[config.mk]
export PLATFORM = sky130hd
export DESIGN_NAME = branch_resolve_flat
export DESIGN_NICKNAME = d
export VERILOG_FILES = /design/src/rtl/branch_resolve_if.sv /design/src/rtl/branch_resolve.sv /design/src/flat_wrapper.sv
export SDC_FILE = /design/constraint.sdc
export NUM_CORES = 1
export LEC_CHECK = 0
export CAP_MARGIN = 0
export CORE_MARGIN = 2
export CORE_UTILIZATION = 45
export DETAILED_ROUTE_END_ITERATION = 6
export DONT_BUFFER_PORTS = 1
export PLACE_DENSITY = 0.62
export RECOVER_POWER = 100
export SYNTH_ARGS = -nofsm -noshare
export SYNTH_HDL_FRONTEND = slang
export SYNTH_SLANG_ARGS = --single-unit
[constraint.sdc]
create_clock -name clk -period 6.2 [get_ports clk]
set_clock_uncertainty 0.1 [all_clocks]
set_input_delay 1.86 -clock clk [delete_from_list [all_inputs] [get_ports clk]]
set_output_delay 1.86 -clock clk [all_outputs]
set_load 0.01 [all_outputs]
[src/rtl/branch_resolve_if.sv]
// Decode/fetch side bus of the execute-stage branch resolver.
//   D-stage inputs : stallE, validD, opD, funct3D, pcD, next_pcD, immD, rs1D, rs2D
//   Fetch outputs  : branch_sig, branch_pc, branch_plus4, success, failure
//   Decode output  : flushD
// master = pipeline/fetch side (drives D inputs), slave = resolver.
interface branch_resolve_if;
    logic        stallE;
    logic        validD;
    logic [6:0]  opD;
    logic [2:0]  funct3D;
    logic [31:0] pcD;
    logic [31:0] next_pcD;
    logic [31:0] immD;
    logic [31:0] rs1D;
    logic [31:0] rs2D;
    logic        branch_sig;
    logic [31:0] branch_pc;
    logic [31:0] branch_plus4;
    logic        success;
    logic        failure;
    logic        flushD;

    modport master (
        output stallE, validD, opD, funct3D, pcD, next_pcD, immD, rs1D, rs2D,
        input  branch_sig, branch_pc, branch_plus4, success, failure, flushD
    );

    modport slave (
        input  stallE, validD, opD, funct3D, pcD, next_pcD, immD, rs1D, rs2D,
        output branch_sig, branch_pc, branch_plus4, success, failure, flushD
    );
endinterface

[src/rtl/branch_resolve.sv]
// Execute-stage control-transfer resolver.
// Latches the decode instruction into an execute register, resolves
// branch/jal/jalr, compares the actual next PC with what fetch followed and
// reports the outcome to fetch exactly once per control instruction.
// Ports:
//   clk        : clock, rising edge
//   reset      : asynchronous active-low reset
//   bus        : branch_resolve_if.slave (D inputs, fetch report, flushD)
//   br_count   : resolved control transfers, saturating
//   miss_count : mispredicts, saturating
module branch_resolve #(
    parameter int CNT_W = 32
) (
    input  logic             clk,
    input  logic             reset,
    branch_resolve_if.slave  bus,
    output logic [CNT_W-1:0] br_count,
    output logic [CNT_W-1:0] miss_count
);
    localparam logic [6:0] OP_BR   = 7'b1100011;
    localparam logic [6:0] OP_JAL  = 7'b1101111;
    localparam logic [6:0] OP_JALR = 7'b1100111;

    typedef enum logic [1:0] {EMPTY, PENDING, DONE} state_t;

    state_t      state_q, state_d;
    logic        validE_q;
    logic [6:0]  opE_q;
    logic [2:0]  funct3E_q;
    logic [31:0] pcE_q, next_pcE_q, immE_q, rs1E_q, rs2E_q;
    logic [CNT_W-1:0] br_cnt_q, br_cnt_d, miss_cnt_q, miss_cnt_d;

    logic        is_br, is_jal, is_jalr, cond, taken, mis, report, load_ctl;
    logic [31:0] target, plus4, actual;

    // Execute register; a flushed decode slot enters as a bubble.
    always_ff @(posedge clk or negedge reset) begin
        if (!reset) begin
            validE_q   <= 1'b0;
            opE_q      <= '0;
            funct3E_q  <= '0;
            pcE_q      <= '0;
            next_pcE_q <= '0;
            immE_q     <= '0;
            rs1E_q     <= '0;
            rs2E_q     <= '0;
        end else if (!bus.stallE) begin
            validE_q   <= bus.validD & ~bus.flushD;
            opE_q      <= bus.opD;
            funct3E_q  <= bus.funct3D;
            pcE_q      <= bus.pcD;
            next_pcE_q <= bus.next_pcD;
            immE_q     <= bus.immD;
            rs1E_q     <= bus.rs1D;
            rs2E_q     <= bus.rs2D;
        end
    end

    always_comb begin
        is_br   = validE_q && (opE_q == OP_BR);
        is_jal  = validE_q && (opE_q == OP_JAL);
        is_jalr = validE_q && (opE_q == OP_JALR);

        case (funct3E_q)
            3'b000:  cond = (rs1E_q == rs2E_q);
            3'b001:  cond = (rs1E_q != rs2E_q);
            3'b100:  cond = ($signed(rs1E_q) <  $signed(rs2E_q));
            3'b101:  cond = ($signed(rs1E_q) >= $signed(rs2E_q));
            3'b110:  cond = (rs1E_q <  rs2E_q);
            3'b111:  cond = (rs1E_q >= rs2E_q);
            default: cond = 1'b0;
        endcase

        target = is_jalr ? ((rs1E_q + immE_q) & ~32'h1) : (pcE_q + immE_q);
        plus4  = pcE_q + 32'd4;
        taken  = is_jal | is_jalr | (is_br & cond);
        actual = taken ? target : plus4;
        mis    = (actual != next_pcE_q);
        report = (state_q == PENDING);

        // Quiet outputs are forced to zero rather than left floating.
        bus.success      = report & ~mis;
        bus.failure      = report &  mis;
        bus.flushD       = report &  mis;
        bus.branch_sig   = report &  taken;
        bus.branch_pc    = report ? target : 32'h0;
        bus.branch_plus4 = report ? plus4  : 32'h0;
    end

    // flushD comes from registered state only, so this does not loop back.
    assign load_ctl = bus.validD & ~bus.flushD &
                      ((bus.opD == OP_BR) | (bus.opD == OP_JAL) | (bus.opD == OP_JALR));

    // PENDING lasts one cycle; a stall parks the already-reported
    // instruction in DONE so it cannot report twice.
    always_comb begin
        state_d = state_q;
        if (!bus.stallE)
            state_d = load_ctl ? PENDING : EMPTY;
        else if (state_q == PENDING)
            state_d = DONE;
    end

    always_comb begin
        br_cnt_d   = br_cnt_q;
        miss_cnt_d = miss_cnt_q;
        if (report && (br_cnt_q != {CNT_W{1'b1}}))
            br_cnt_d = br_cnt_q + 1'b1;
        if (report && mis && (miss_cnt_q != {CNT_W{1'b1}}))
            miss_cnt_d = miss_cnt_q + 1'b1;
    end

    always_ff @(posedge clk or negedge reset) begin
        if (!reset) begin
            state_q    <= EMPTY;
            br_cnt_q   <= '0;
            miss_cnt_q <= '0;
        end else begin
            state_q    <= state_d;
            br_cnt_q   <= br_cnt_d;
            miss_cnt_q <= miss_cnt_d;
        end
    end

    assign br_count   = br_cnt_q;
    assign miss_count = miss_cnt_q;
endmodule

[src/flat_wrapper.sv]
// flat-port wrapper written by rule: the top's interface ports become plain ports
module branch_resolve_flat 
#(
    parameter int CNT_W = 32
)
  (clk, reset, br_count, miss_count, bus_stallE, bus_validD, bus_opD, bus_funct3D, bus_pcD, bus_next_pcD, bus_immD, bus_rs1D, bus_rs2D, bus_branch_sig, bus_branch_pc, bus_branch_plus4, bus_success, bus_failure, bus_flushD);
  branch_resolve_if bus_i ();
  input  logic clk;
  input  logic reset;
  output logic [CNT_W-1:0] br_count;
  output logic [CNT_W-1:0] miss_count;
  input wire logic [$bits(bus_i.stallE)-1:0] bus_stallE;
  input wire logic [$bits(bus_i.validD)-1:0] bus_validD;
  input wire logic [$bits(bus_i.opD)-1:0] bus_opD;
  input wire logic [$bits(bus_i.funct3D)-1:0] bus_funct3D;
  input wire logic [$bits(bus_i.pcD)-1:0] bus_pcD;
  input wire logic [$bits(bus_i.next_pcD)-1:0] bus_next_pcD;
  input wire logic [$bits(bus_i.immD)-1:0] bus_immD;
  input wire logic [$bits(bus_i.rs1D)-1:0] bus_rs1D;
  input wire logic [$bits(bus_i.rs2D)-1:0] bus_rs2D;
  output wire logic [$bits(bus_i.branch_sig)-1:0] bus_branch_sig;
  output wire logic [$bits(bus_i.branch_pc)-1:0] bus_branch_pc;
  output wire logic [$bits(bus_i.branch_plus4)-1:0] bus_branch_plus4;
  output wire logic [$bits(bus_i.success)-1:0] bus_success;
  output wire logic [$bits(bus_i.failure)-1:0] bus_failure;
  output wire logic [$bits(bus_i.flushD)-1:0] bus_flushD;
  assign bus_i.stallE = bus_stallE;
  assign bus_i.validD = bus_validD;
  assign bus_i.opD = bus_opD;
  assign bus_i.funct3D = bus_funct3D;
  assign bus_i.pcD = bus_pcD;
  assign bus_i.next_pcD = bus_next_pcD;
  assign bus_i.immD = bus_immD;
  assign bus_i.rs1D = bus_rs1D;
  assign bus_i.rs2D = bus_rs2D;
  assign bus_branch_sig = bus_i.branch_sig;
  assign bus_branch_pc = bus_i.branch_pc;
  assign bus_branch_plus4 = bus_i.branch_plus4;
  assign bus_success = bus_i.success;
  assign bus_failure = bus_i.failure;
  assign bus_flushD = bus_i.flushD;
  branch_resolve #(.CNT_W(CNT_W)) u_core (.clk(clk), .reset(reset), .bus(bus_i), .br_count(br_count), .miss_count(miss_count));
endmodule
==> run metrics <==
f_max 151 MHz; fin cells roughly 2,300; RePlAce Congestion 0.927; critical path cell sequence and2_4 -> fa_2 -> a21o_1 -> a221oi_4 -> buf_6 -> a21oi_4 -> xor2_1 -> mux2i_1 -> xnor2_1 -> nor4b_4 -> o2111ai_2 -> a221oi_2 -> nand4_1 -> nor4_2 -> o2111a_2 -> nor2b_1 -> buf_4; Max H-tree Level 1; Routed wire per std cell 21.3 µm; Slew @ Worst Pin 0.936 ns; layout cell share with drive strength beyond 1 26.1%; Crit Path Category reg2out; RSZ-0062 raised after global routing yes; slew margin rel. 37.4%; most common cell in the synthesized netlist dfrtp_1; DP HPWL 36,700 µm; WP buf/inv 2; CTS tree built; Slowest cell on crit path dfrtp_1; clk sinks 237; initial antenna violation count 14; fin. max-slew vios 0; Top FF cell, synth dfrtp_1; clk_lat worst skew 0.57 ns; Post-Synthesis Cell Area 16,000 µm²; Crit. End Element output pin; register bit total from synthesis 237; Max Cap Viol 0; worst setup margin -0.433 ns; Longest Clk Path Bufs 3; Die H roughly 190 µm; Pwr per Cell Area 276 nW/µm²; ys async rst share 100%; die area 37,000 µm²; first-pass GRT wire length 73,300 µm; Total GRT Usage between 20 and 30%; post-synth cell types between 70 and 80; Mapped Cells 1,637; max incr delay on CP 0.39 ns; DP Cell Count 2,178; CTS root buf clkbuf_16; core area around 35,000 µm²; DRC violations left 0; Die Width roughly 190 µm; DR vias/cell 5.83; failing checks negative setup slack; sequential share of the synthesized area a little under two fifths; largest net degree at the start of global routing 238; Overflow after GRT 0; num rows 68; Hold Crit Class reg2reg; critical path's top delay family compound AO/OA/AOI/OAI gates; Clock transition at path regs 0.06 ns; Final #Nets 2,049; Hold Violations, Final 0; P&R area growth vs syn 19.2%; Routed WL slightly below 50,000 µm; Reg area approximately 6000 µm²; Fill cells 3,156; Pleak 8.29 nW; Port Buf Inserts 0; Final Critical Period 6.63 ns; part of the cycle the worst path needs 107%; Yosys top cell area share 37.2%; post-synth top area cell dfrtp_1; Arr. time, crit path 4.67 ns; CTS hold repair buffers 0; footprint of the multi-input gates a little under 10,000 µm²; number of flops mapped to enable cells by yosys 0; syn avg cell area 9.75 µm²; Startpoint Class flop; ANT nets after route 0; DRT iter0 DRCs 626; fin util 54.8%; Synth top cells by count 237 x dfrtp_1, 171 x mux2_2, 125 x nor2_1; number of global-route vias before repair 13,225; critical path peak fanout 4; Via Count 13,183; status complete, but fails checks; Setup violations, final 3; Worst Path Required 4.24 ns; drt first pass iters 5; Initial Utilization 46.0%; synth warn 0; I/O pin total 306; TritonCTS buffer count 28; synth top area cells dfrtp_1 37%, mux2_2 12%, ha_1 7.5%, xnor2_1 5.7%, xor2_1 3.0%; synthesized net count 1,909; maximum VDD drop 0.268 mV
worst paths after layout:
kind	from	to	slack (ns)	depth (start not counted)
min in group asynchronous	reset	u_core.rs1E_q[27]	0.90	0
worst max register to register	u_core.immE_q[0]	u_core.miss_count[1]	1.19	20
worst min-delay path	u_core.state_q[1]	u_core.state_q[1]	0.38	1
worst max-delay path	u_core.immE_q[0]	bus_success	-0.43	17
worst min register to register	u_core.state_q[1]	u_core.state_q[1]	0.38	1
max in group asynchronous	reset	u_core.miss_count[10]	4.67	0
repair_timing:
item / CTS / global route
cloned: 0 / 0
setup buffers: 16 / 8
pin swaps: 34 / 15
setup endpoints to repair: 3 / 3
resized for setup: 61 / 26
routing by layer:
metal	routed length, µm	vias to the layer above	track usage [%]
met5	79	-	0
met4	1800	12	9.01
met3	3630	116	6.76
met2	23800	458	45.3
met1	18900	6366	29.9
li1	-	6231	-
placed cells by master (no fill, tap or decap), drive strengths merged, types with 6 or more instances in the layout:
cell and instances:
a2111oi 9, a211oi 13, a21boi 6, a21o 28, a21oi 82, a221oi 8, a31o 9, a31oi 18
and2 26, and3 36, and4 11, buf 174, clkbuf 45, dfrtp 237, diode 9, ha 96
inv 59, mux2 174, mux2i 17, nand2 114, nand2b 6, nand3 68, nand4 50, nor2 126
nor2b 11, nor3 22, nor3b 9, nor4 9, o211ai 13, o21a 12, o21ai 49, or2 8
or3 8, xnor2 103, xor2 55
area by class of cell:
class | count | share of cell area [%]
Tap cell | 455 | 2.99
Clock inverter | 8 | 0.572
Clock buffer | 41 | 4.47
Antenna cell | 9 | 0.118
Inverter | 59 | 1.16
Sequential cell | 237 | 31.2
Multi-Input combinational cell | 1273 | 52.3
Timing Repair Buffer | 178 | 7.20
through the flow:
step | TNS, ns | cell area, µm² | setup slack, ns | power [mW] | hold slack, ns
final | -1.15 | 19000 | -0.433 | 5.25 | 0.383
after global routing | -1.82 | 19000 | -0.668 | 5.53 | 0.402
after CTS | -1.03 | 18800 | -0.390 | 5.23 | 0.384
after detailed placement | -0.603 | 17400 | -0.220 | 3.40 | 0.372
after global placement | -0.327 | 17400 | -0.139 | 3.38 | 0.361
after floorplan | 0 | 16000 | 0.209 | 2.87 | 0.351
state kept, by name (all words and copies together), names as in the netlist:
signal and cells:
u_core.br_count 32, u_core.funct3E_q 3, u_core.immE_q 32, u_core.miss_count 32, u_core.next_pcE_q 32, u_core.opE_q 7, u_core.pcE_q 32, u_core.rs1E_q 32
u_core.rs2E_q 32, u_core.state_q 2, u_core.validE_q 1
power by group:
part / switching, mW / internal [mW]
Combinational: 0.913 / 0.858
Clock: 0.676 / 1.03
Sequential: 0.120 / 1.66
cell families (layout without fill, tap and decap cells):
family,Yosys count,in the layout,synth area share (%)
XOR/XNOR,160,160,8.97
AND/OR/NAND/NOR,527,527,16.9
flip-flops,237,237,37.2
AO/OA/AOI/OAI,297,297,12.6
adder cells (fa/ha/maj),98,98,7.78
multiplexers,191,191,13.4
other,0,9,0
buffers and inverters,127,286,3.22
No activity file was read; power rests on OpenSTA's default activity.
==> edit: new RTL, config.mk and constraints unchanged <==
Register the output `miss_count` once more; this adds one clock of latency there. The other outputs are not delayed to match.
--- a/src/rtl/branch_resolve.sv
+++ b/src/rtl/branch_resolve.sv
@@ -123,6 +123,8 @@
     end
 
     assign br_count   = br_cnt_q;
-    assign miss_count = miss_cnt_q;
+    always_ff @(posedge clk) begin
+        miss_count <= miss_cnt_q;
+    end
 endmodule
 
Behaviour: not the same (a bounded check fails within 4 cycles, from zero or initial values and one cycle with reset low).
==> edit against the unedited design <==
The run still ends with setup timing left; setup slack better by 0.13 ns; core utilization is 0.98 points lower; sequential cell count up 32; wire length grew 23%; final area increased by 9.3%; synthesized area up 11%; die area is 10% higher; power increased by 8.6%; critical path type unchanged; critical endpoint unchanged; largest cell class unchanged; largest power group unchanged.
==> edit: results (changes against the unedited design) <==
* Synthesized netlist net count at 2112 (was 1909)
* Stage delay of the slowest cell on the critical path at 0.41 ns (was 0.39 ns)
* DP Area at 0.0191 mm² (was 0.0174 mm²)
* Seq/Total Area, Yosys at 0.373 (was 0.372)
* Number of antenna violations at the first check in global routing at 15 (was 14)
* Layout net count at 2243 (was 2049)
* Synth cell count leaders: sky130_fd_sc_hd__dfrtp_1 (237), sky130_fd_sc_hd__mux2_2 (173), sky130_fd_sc_hd__nor2_1 (149) (was sky130_fd_sc_hd__dfrtp_1 (237), sky130_fd_sc_hd__mux2_2 (171), sky130_fd_sc_hd__nor2_1 (125))
* Critical-path maximum fanout at 5 (was 4)
* Number of cells produced by synthesis at 1840 (was 1637)
* Layout fillers at 3525 (was 3156)
* Endpoints failing setup at 3 (unchanged)
* Iter 0 DRT Violations at 1190 (was 626)
* Worst slack, placed at -0.0927 ns (was -0.220 ns)
* Average via count per standard cell at 5.94 (was 5.83)
* Placed wire-length estimate after detailed placement at 45800 µm (was 36700 µm)
* Final setup slack of the worst path at -0.300 ns (was -0.433 ns)
* Global-route wire length before repair at 89500 µm (was 73300 µm)
* Violations in the final reports: setup timing (unchanged)
* Share of layout cells above drive strength 1 at 0.251 (was 0.261)
* Number of placed instances, taps included at 2431 (was 2178)
* Distinct cell type count after synthesis at 92 (was 77)
* Share of total power consumed by net switching at 0.339 (was 0.325)
* Final sum of negative setup slack at -0.882 ns (was -1.15 ns)
* Final-layout worst hold slack at 0.286 ns (was 0.383 ns)
* Slack of the worst reg-to-reg path at 1.38 ns (was 1.19 ns)
* Fin area at 0.0208 mm² (was 0.0190 mm²)
* Status: complete, but fails checks (unchanged)
* VDD IR max at 0.320 mV (was 0.268 mV)
* Placer congestion estimate at 0.950 (was 0.927)
* Filler-free cell count of the finished design at 2515 (was 2260)
* All-Layer GR Usage at 0.285 (was 0.256)
* Number of global-route vias before repair at 15.0k (was 13.2k)
* Detailed-routing iteration count for the pre-antenna-repair pass at 6 (was 5)
[edit: cell types whose count changed after synthesis, moves of 18 or more]
cell | unedited run | this run
sky130_fd_sc_hd__nor3_1 | 22 | 52
sky130_fd_sc_hd__xnor2_1 | 103 | 82
sky130_fd_sc_hd__o21ai_0 | 48 | 66
sky130_fd_sc_hd__dfxtp_1 | 0 | 32
sky130_fd_sc_hd__nand2_1 | 114 | 139
sky130_fd_sc_hd__nor2_1 | 125 | 149
[edit: power by group through the flow]
stage | sequential [mW] | clock [mW] | combinational (mW)
global placement | 2.06 | 0 | 1.69
finish | 2.04 | 1.79 | 1.88
detailed placement | 2.06 | 0 | 1.70
floorplan | 1.99 | 0 | 1.17
CTS | 2.03 | 1.81 | 1.80
global route | 2.05 | 1.89 | 2.05
[edit: critical path: cells and delay by family (launching register included)]
family / cells / cell delay, ns
AOI/OAI and AO/OA: 7 / 1.23
and+or+nand+nor: 5 / 1.11
buffers and inverters: 4 / 0.65
DFF: 1 / 0.41
adders and majority gates: 1 / 0.38
xor gates and xnor gates: 1 / 0.20
[edit: cell type report]
type,instances,area share
multi-input cells,1442,0.532
flip-flops and latches,269,0.316
repair buffers,167,0.0622
clock buffers,35,0.0369
well taps,518,0.0312
inverters,62,0.0112
clock inverters,15,0.00903
diodes,7,0.000842
[edit: logic make-up after synthesis]
| group | count (synthesis) | synth area share |
|---|---|---|
| AOI/OAI and AO/OA | 372 | 0.144 |
| xor gates and xnor gates | 151 | 0.0770 |
| adders and majority gates | 98 | 0.0704 |
| buffers and inverters | 129 | 0.0295 |
| DFF | 269 | 0.373 |
| muxes | 201 | 0.127 |
| and+or+nand+nor | 620 | 0.180 |
[edit: timing repair]
item | CTS | global route
hold endpoints to repair | 0 | 0
setup endpoints to repair | 3 | 3
resized for setup | 69 | 39
buffers inserted | 23 | 4
pin swaps | 38 | 14
[edit: worst paths after layout]
kind	cells after the start	end	start
min in group asynchronous	0	u_core.immE_q[31]	reset
worst max-delay path	18	bus_success	u_core.immE_q[0]
worst min register to register	0	u_core.miss_count[30]	u_core.miss_cnt_q[30]
worst max register to register	20	u_core.miss_cnt_q[1]	u_core.immE_q[0]
worst min-delay path	0	u_core.miss_count[30]	u_core.miss_cnt_q[30]
max in group asynchronous	0	u_core.pcE_q[7]	reset
[edit: metal layers]
metal | track usage | part of all wire
met1 | 0.343 | 0.40
met2 | 0.480 | 0.48
met3 | 0.0813 | 0.077
met4 | 0.115 | 0.042
met5 | 0 | 0.0018
